==> src/rtl/mri_address_unit.sv <==
`default_nettype none
`timescale 1ns/1ps
// ============================================================================
// Module   : mri_address_unit
// Purpose  : Resolves the effective address of a 12-bit memory-reference
//            instruction (page-zero or current-page, direct or indirect).
//            Indirect pointers held in the auto-index window are
//            pre-incremented and written back. The operand can then be
//            fetched. Drives memory_controller and returns eff_addr/operand
//            to the execute stage.
// Ports    : clk, rst          - clock, synchronous active-high reset
//            start, pc,
//            instruction,
//            need_operand      - request; sampled only while idle
//            mem_*             - memory_controller address/data/enables/type
//            eff_addr, operand - results, updated together with done
//            busy, done        - status, one-cycle completion pulse
// Revision : 1.0 - initial release
// ============================================================================
module mri_address_unit #(
  parameter logic [11:0] AUTOINC_BASE  = 12'o0010,
  parameter int unsigned AUTOINC_COUNT = 8
) (
  input  logic        clk,
  input  logic        rst,
  input  logic        start,
  input  logic [11:0] pc,
  input  logic [11:0] instruction,
  input  logic        need_operand,
  input  logic [11:0] mem_read_data,
  output logic [11:0] mem_address,
  output logic [11:0] mem_write_data,
  output logic        mem_read_enable,
  output logic        mem_read_type,
  output logic        mem_write_enable,
  output logic [11:0] eff_addr,
  output logic [11:0] operand,
  output logic        busy,
  output logic        done
);

  localparam logic        DATA_READ    = 1'b1;
  localparam logic [12:0] AUTOINC_LO   = {1'b0, AUTOINC_BASE};
  localparam logic [12:0] AUTOINC_HI   = AUTOINC_LO + 13'(AUTOINC_COUNT);

  typedef enum logic [2:0] {
    S_IDLE     = 3'd0,
    S_IND_RD   = 3'd1,
    S_IND_WAIT = 3'd2,
    S_AUTO_WR  = 3'd3,
    S_OP_RD    = 3'd4,
    S_OP_WAIT  = 3'd5,
    S_DONE     = 3'd6
  } state_t;

  state_t      state_q;
  logic [11:0] dea_q;       // direct EA of the latched instruction
  logic        need_q;
  logic [11:0] ea_q;        // resolved EA, published at completion
  logic [11:0] opnd_q;      // fetched operand, published at completion
  logic [11:0] addr_q;
  logic [11:0] wdata_q;
  logic        rd_en_q;
  logic        wr_en_q;
  logic [11:0] eff_addr_q;
  logic [11:0] operand_q;
  logic        done_q;

  logic [11:0] w_dea;
  logic        w_auto;
  logic [11:0] w_ptr_inc;
  logic        w_unused_bits;

  assign w_dea     = instruction[7] ? {pc[11:7], instruction[6:0]}
                                    : {5'b0, instruction[6:0]};
  // Window test uses the direct EA only; the pointer value never matters.
  assign w_auto    = ({1'b0, dea_q} >= AUTOINC_LO) && ({1'b0, dea_q} < AUTOINC_HI);
  assign w_ptr_inc = mem_read_data + 12'd1;   // wraps 7777 -> 0000
  // Opcode and in-page PC bits play no part in address resolution.
  assign w_unused_bits = ^{instruction[11:9], pc[6:0]};

  always_ff @(posedge clk) begin
    if (rst) begin
      state_q    <= S_IDLE;
      dea_q      <= '0;
      need_q     <= 1'b0;
      ea_q       <= '0;
      opnd_q     <= '0;
      addr_q     <= '0;
      wdata_q    <= '0;
      rd_en_q    <= 1'b0;
      wr_en_q    <= 1'b0;
      eff_addr_q <= '0;
      operand_q  <= '0;
      done_q     <= 1'b0;
    end else begin
      // Enables and done are single-cycle pulses unless a state re-arms them.
      rd_en_q <= 1'b0;
      wr_en_q <= 1'b0;
      done_q  <= 1'b0;
      case (state_q)
        S_IDLE: begin
          if (start) begin
            dea_q  <= w_dea;
            need_q <= need_operand;
            ea_q   <= w_dea;
            if (instruction[8]) begin
              addr_q  <= w_dea;
              rd_en_q <= 1'b1;
              state_q <= S_IND_RD;
            end else if (need_operand) begin
              addr_q  <= w_dea;
              rd_en_q <= 1'b1;
              state_q <= S_OP_RD;
            end else begin
              state_q <= S_DONE;
            end
          end
        end
        S_IND_RD: state_q <= S_IND_WAIT;
        S_IND_WAIT: begin
          if (w_auto) begin
            ea_q    <= w_ptr_inc;
            addr_q  <= dea_q;
            wdata_q <= w_ptr_inc;
            wr_en_q <= 1'b1;
            state_q <= S_AUTO_WR;
          end else begin
            ea_q <= mem_read_data;
            if (need_q) begin
              addr_q  <= mem_read_data;
              rd_en_q <= 1'b1;
              state_q <= S_OP_RD;
            end else begin
              state_q <= S_DONE;
            end
          end
        end
        S_AUTO_WR: begin
          if (need_q) begin
            addr_q  <= ea_q;
            rd_en_q <= 1'b1;
            state_q <= S_OP_RD;
          end else begin
            state_q <= S_DONE;
          end
        end
        S_OP_RD: state_q <= S_OP_WAIT;
        S_OP_WAIT: begin
          opnd_q  <= mem_read_data;
          state_q <= S_DONE;
        end
        S_DONE: begin
          // Results and done change on the same edge so they are coherent.
          done_q     <= 1'b1;
          eff_addr_q <= ea_q;
          if (need_q) begin
            operand_q <= opnd_q;
          end
          state_q <= S_IDLE;
        end
        default: state_q <= S_IDLE;
      endcase
    end
  end

  assign mem_address      = addr_q;
  assign mem_write_data   = wdata_q;
  assign mem_read_enable  = rd_en_q;
  assign mem_write_enable = wr_en_q;
  assign mem_read_type    = DATA_READ;
  assign eff_addr         = eff_addr_q;
  assign operand          = operand_q;
  assign done             = done_q;
  assign busy             = (state_q != S_IDLE);

endmodule
`default_nettype wire

==> config.mk <==
export PLATFORM = sky130hd
export DESIGN_NAME = mri_address_unit
export DESIGN_NICKNAME = d
export VERILOG_FILES = /design/src/rtl/mri_address_unit.sv
export SDC_FILE = /design/constraint.sdc
export NUM_CORES = 1
export LEC_CHECK = 0
export ABC_AREA = 1
export BUFFER_PORTS_ARGS = -buffer_cell sky130_fd_sc_hd__buf_2
export CAP_MARGIN = 20
export CORE_ASPECT_RATIO = 0.6
export CORE_MARGIN = 2
export CORE_UTILIZATION = 45
export DETAILED_ROUTE_END_ITERATION = 7
export PLACE_DENSITY = 0.74
export SLEW_MARGIN = 20
export SYNTH_ARGS = -nofsm -noshare
export SYNTH_HDL_FRONTEND = slang
export SYNTH_SLANG_ARGS = --single-unit
==> constraint.sdc <==
create_clock -name clk -period 1.5 [get_ports clk]
set_input_delay 0.15 -clock clk [delete_from_list [all_inputs] [get_ports clk]]
set_output_delay 0.15 -clock clk [all_outputs]
set_load 0.005 [all_outputs]
==> run_results.csv <==
group,metric,value,unit
status,status,"completed",
critical_path,startpoint_type,"register",
cells_and_area,design_area,5608,um2
critical_path,cp_data_required_time,1770,ps
job,maxCapViolations,0,
route,drtIter0Drc,460,
power,pwr-share-seq,36.6,%
clock_network,clk_latency,350,ps
power,clockPowerShare,29.3,%
critical_path,slowest_stage,"dfxtp_2",
global_route,grt-ovfl-total,0,
floorplan,die_area,10320,um2
global_route,antenna_found_initial,0,
critical_path,crit_family,"simple AND/OR/NAND/NOR gates",
logic_synthesis,synth_most_common_cell,"nand2_1",
logic_synthesis,syn_avg_cell_area,6.628,um2
timing,setup_viol,0,
min_path,hp-class,"in -> reg",
clock_network,cts_root_buf,"clkbuf_16",
power,switching_share,34.92,%
clock_network,cts_hold_buf,0,
critical_path,worst-r2r-setup-slack,40,ps
cells_and_area,synthToLayoutAreaGrowth,31.17,%
floorplan,rows,27,
global_route,grt_pass1_vias,4073,
placement,placed_cell_area,5070,um2
timing,hold_viol,0,
route,viasPerCell,5.153,
cells_and_area,nets,794,
route,wl_per_cell,15.15,um
logic_synthesis,ys_ff_latch,91,
timing,min_period,1458,ps
floorplan,die_h,79.50,um
route,first_pass_iters,5,
route,num_vias,4576,
floorplan,initial_utilization,46.53,%
power,p_leak,2.755,nW
critical_path,end_kind,"register",
global_route,grt_pass1_wl,21.05,mm
route,drtAntennaViolNets,0,
power,netSwitchingPower,2.937,mW
critical_path,ff2ff_path_depth,8,
clock_network,clock_sinks,91,
logic_synthesis,syn_nets,686,
global_route,grt.total_usage,26.84,%
min_path,holdPathStages,3,
route,wl,13.46,mm
critical_path,r2r-end,"ea_q[11]$_SDFFE_PP0P_",
critical_path,cpPeakStageDelay,320,ps
timing,slew_viol_final,0,
logic_synthesis,synth_area,4275,um2
min_path,hold_path_end,"dea_q[5]$_SDFFE_PP0P_",
critical_path,path_cells,"nor2_2 -> nand2_1 -> nor2_1 -> nand2_2 -> nor2_2 -> buf_4 -> nand3_2 -> a21oi_2",
power,powerDensity,1500,nW/um2
floorplan,fp.dieW,129.8,um
critical_path,r2r_start,"dea_q[6]$_SDFFE_PP0P_",
critical_path,setup.worst_path.class,"reg -> reg",
power,p_int,5.474,mW
critical_path,worstPathMaxFanout,5,
logic_synthesis,synth_edf_count,0,
logic_synthesis,seq_area_frac_synth,42.61,%
logic_synthesis,syn_inst,645,
cells_and_area,fillers,860,
clock_network,cts_htree_levels,3,
logic_synthesis,synth_flop_cell,"dfxtp_1",
critical_path,path_common_cell,"nor2_2",
logic_synthesis,yosys-top-cells-count,"nand2_1 (153), nor2_1 (95), dfxtp_1 (91), nand3_1 (75), inv_1 (59)",
cells_and_area,num_antenna_cells,0,
placement,gp_congestion,0.9168,
global_route,grt_max_degree,52,
timing,fmax,0.6858,GHz
clock_network,numCtsBuffers,9,
timing,fin_skew,6.328,ps
critical_path,critPathArrivalTime,1730,ps
timing,timing.final.crit_share,97.22,%
placement,post-dp-hpwl,9.876,mm
cells_and_area,fin_util,61.03,%
timing,rsz0062_at_grt,"yes",
logic_synthesis,synth-async-reset-ratio,0,%
logic_synthesis,synth-warning-count,0,
floorplan,ios,93,
floorplan,core,9189,um2
logic_synthesis,yosysTopAreaCell,"dfxtp_1",
placement,portBuffers,81,
min_path,worstHoldStart,"instruction[5]",
clock_network,cts_tree,"yes",
critical_path,worst-path-buf-inv,1,
clock_network,clk_pin_slew,70,ps
clock_network,cts.path.max_buffers,2,
route,drc_errors,0,
logic_synthesis,synth_top_area_share,42.61,%
logic_synthesis,synth_area_leaders,"dfxtp_1 (43%), nand2_1 (13%), nand3_1 (8.8%), nor2_1 (8.3%), a21oi_1 (5.9%)",
logic_synthesis,yosysUniqueCellTypes,27,
power,pwr-share-comb,34.1,%
cells_and_area,drive_gt1_share,25.20,%
power,ir_drop,0.0008683,V
## cell usage in the layout (no fill, tap or decap), drive strengths merged
cell / synthesis / layout
o21bai: 2 / 2
xor2: 5 / 5
nand3: 75 / 75
o21ai: 51 / 51
nand4: 2 / 2
nand2: 156 / 156
o21a: 1 / 1
buf: 14 / 132
a21boi: 1 / 1
bufinv: 0 / 2
clkbuf: 22 / 10
inv: 62 / 64
dfxtp: 91 / 91
nor3: 2 / 2
ha: 1 / 1
nand3b: 5 / 5
clkinv: 0 / 3
conb: 1 / 1
a21oi: 50 / 50
o211ai: 1 / 1
nor2: 103 / 103
## timing repair
action                     in CTS  in global routing
cloned                          0                  2
setup buffers                   0                  2
setup endpoints to repair      29                 62
gates resized for setup         7                 47
pin swaps                       0                 17
## power groups by stage
stage / sequential (mW) / clock [mW] / combinational, mW
floorplan: 3.03 / 0 / 1.51
detailed placement: 3.09 / 0 / 2.51
global placement: 3.08 / 0 / 2.44
CTS: 3.05 / 2.50 / 2.55
global route: 3.12 / 2.59 / 3.17
finish: 3.08 / 2.46 / 2.87
## per-stage QoR
step | TNS (ps) | total power, mW | hold slack, ps | std cells | setup WS (ps)
5_1_grt | -113.6 | 8.889 | 80.69 | 888 | -27.18
2_1_floorplan | 0 | 4.539 | 284.9 | 645 | 1.410
4_1_cts | -2.087 | 8.093 | 60.29 | 884 | -2.087
3_5_place_dp | -939.0 | 5.600 | 423.0 | 868 | -66.20
6_report | 0 | 8.411 | 67.84 | 888 | 41.75
3_3_place_gp | -205.5 | 5.521 | 413.7 | 868 | -20.41
## worst reg2reg max path, delay by kind of cell (launching register included)
family	cells	cell delay (ps)
buffers and inverters	1	170
flip-flops	1	320
AND/OR/NAND/NOR	6	680
AO/OA/AOI/OAI	1	210
## area by class of cell
cell class	instances	area (um2)	share of cell area (%)
multi-input combinational	456	2182	38.91
sequential	91	1834	32.71
timing repair buffer	133	865.8	15.44
inverter	62	237.7	4.239
clock buffer	9	225.2	4.016
tap	130	162.7	2.900
clock inverter	7	100.1	1.785
## kinds of logic (layout without fill, tap and decap cells)
group                      after synthesis  in the layout  synth area share, %
other                                    1              1              0.08771
adders and majority gates                1              1               0.2926
xor gates and xnor gates                 5              5                1.024
and+or+nand+nor                        343            343                34.12
DFF                                     91             91                42.61
AOI/OAI and AO/OA                      106            106                12.70
buffers and inverters                   98            211                9.160
## worst max-delay path by stage
stage / from / to / slack, ps / cells past startpoint
final: dea_q[6]$_SDFFE_PP0P_ / ea_q[11]$_SDFFE_PP0P_ / 40 / 8
after global placement: state_q[1]$_SDFFE_PP0P_ / mem_address[0]$_SDFFE_PP0P_ / -20 / 10
after CTS: dea_q[5]$_SDFFE_PP0P_ / ea_q[10]$_SDFFE_PP0P_ / -2 / 8
after floorplan: state_q[0]$_SDFFE_PP0P_ / ea_q[7]$_SDFFE_PP0P_ / 1 / 10
after global routing: state_q[0]$_SDFFE_PP0P_ / ea_q[11]$_SDFFE_PP0P_ / -30 / 7
after detailed placement: state_q[1]$_SDFFE_PP0P_ / mem_write_data[2]$_SDFFE_PP0P_ / -70 / 6
## routing by layer
metal  global-route usage, %  vias up  wire length [um]
li1                        -     2273                 -
met1                   39.39     2072              6457
met2                   38.59      205              5522
met3                   6.903       26              1265
met4                   7.634        0               210
met5                       0        -                 0
## sequential cells by signal (all words and copies together), names as in the netlist, 3 cells and up
| signal | count |
|---|---|
| dea_q | 12 |
| eff_addr | 12 |
| mem_write_data | 12 |
| mem_address | 12 |
| operand | 12 |
| opnd_q | 12 |
| state_q | 3 |
| ea_q | 12 |
Note: power is estimated with default switching activity, not from simulation.
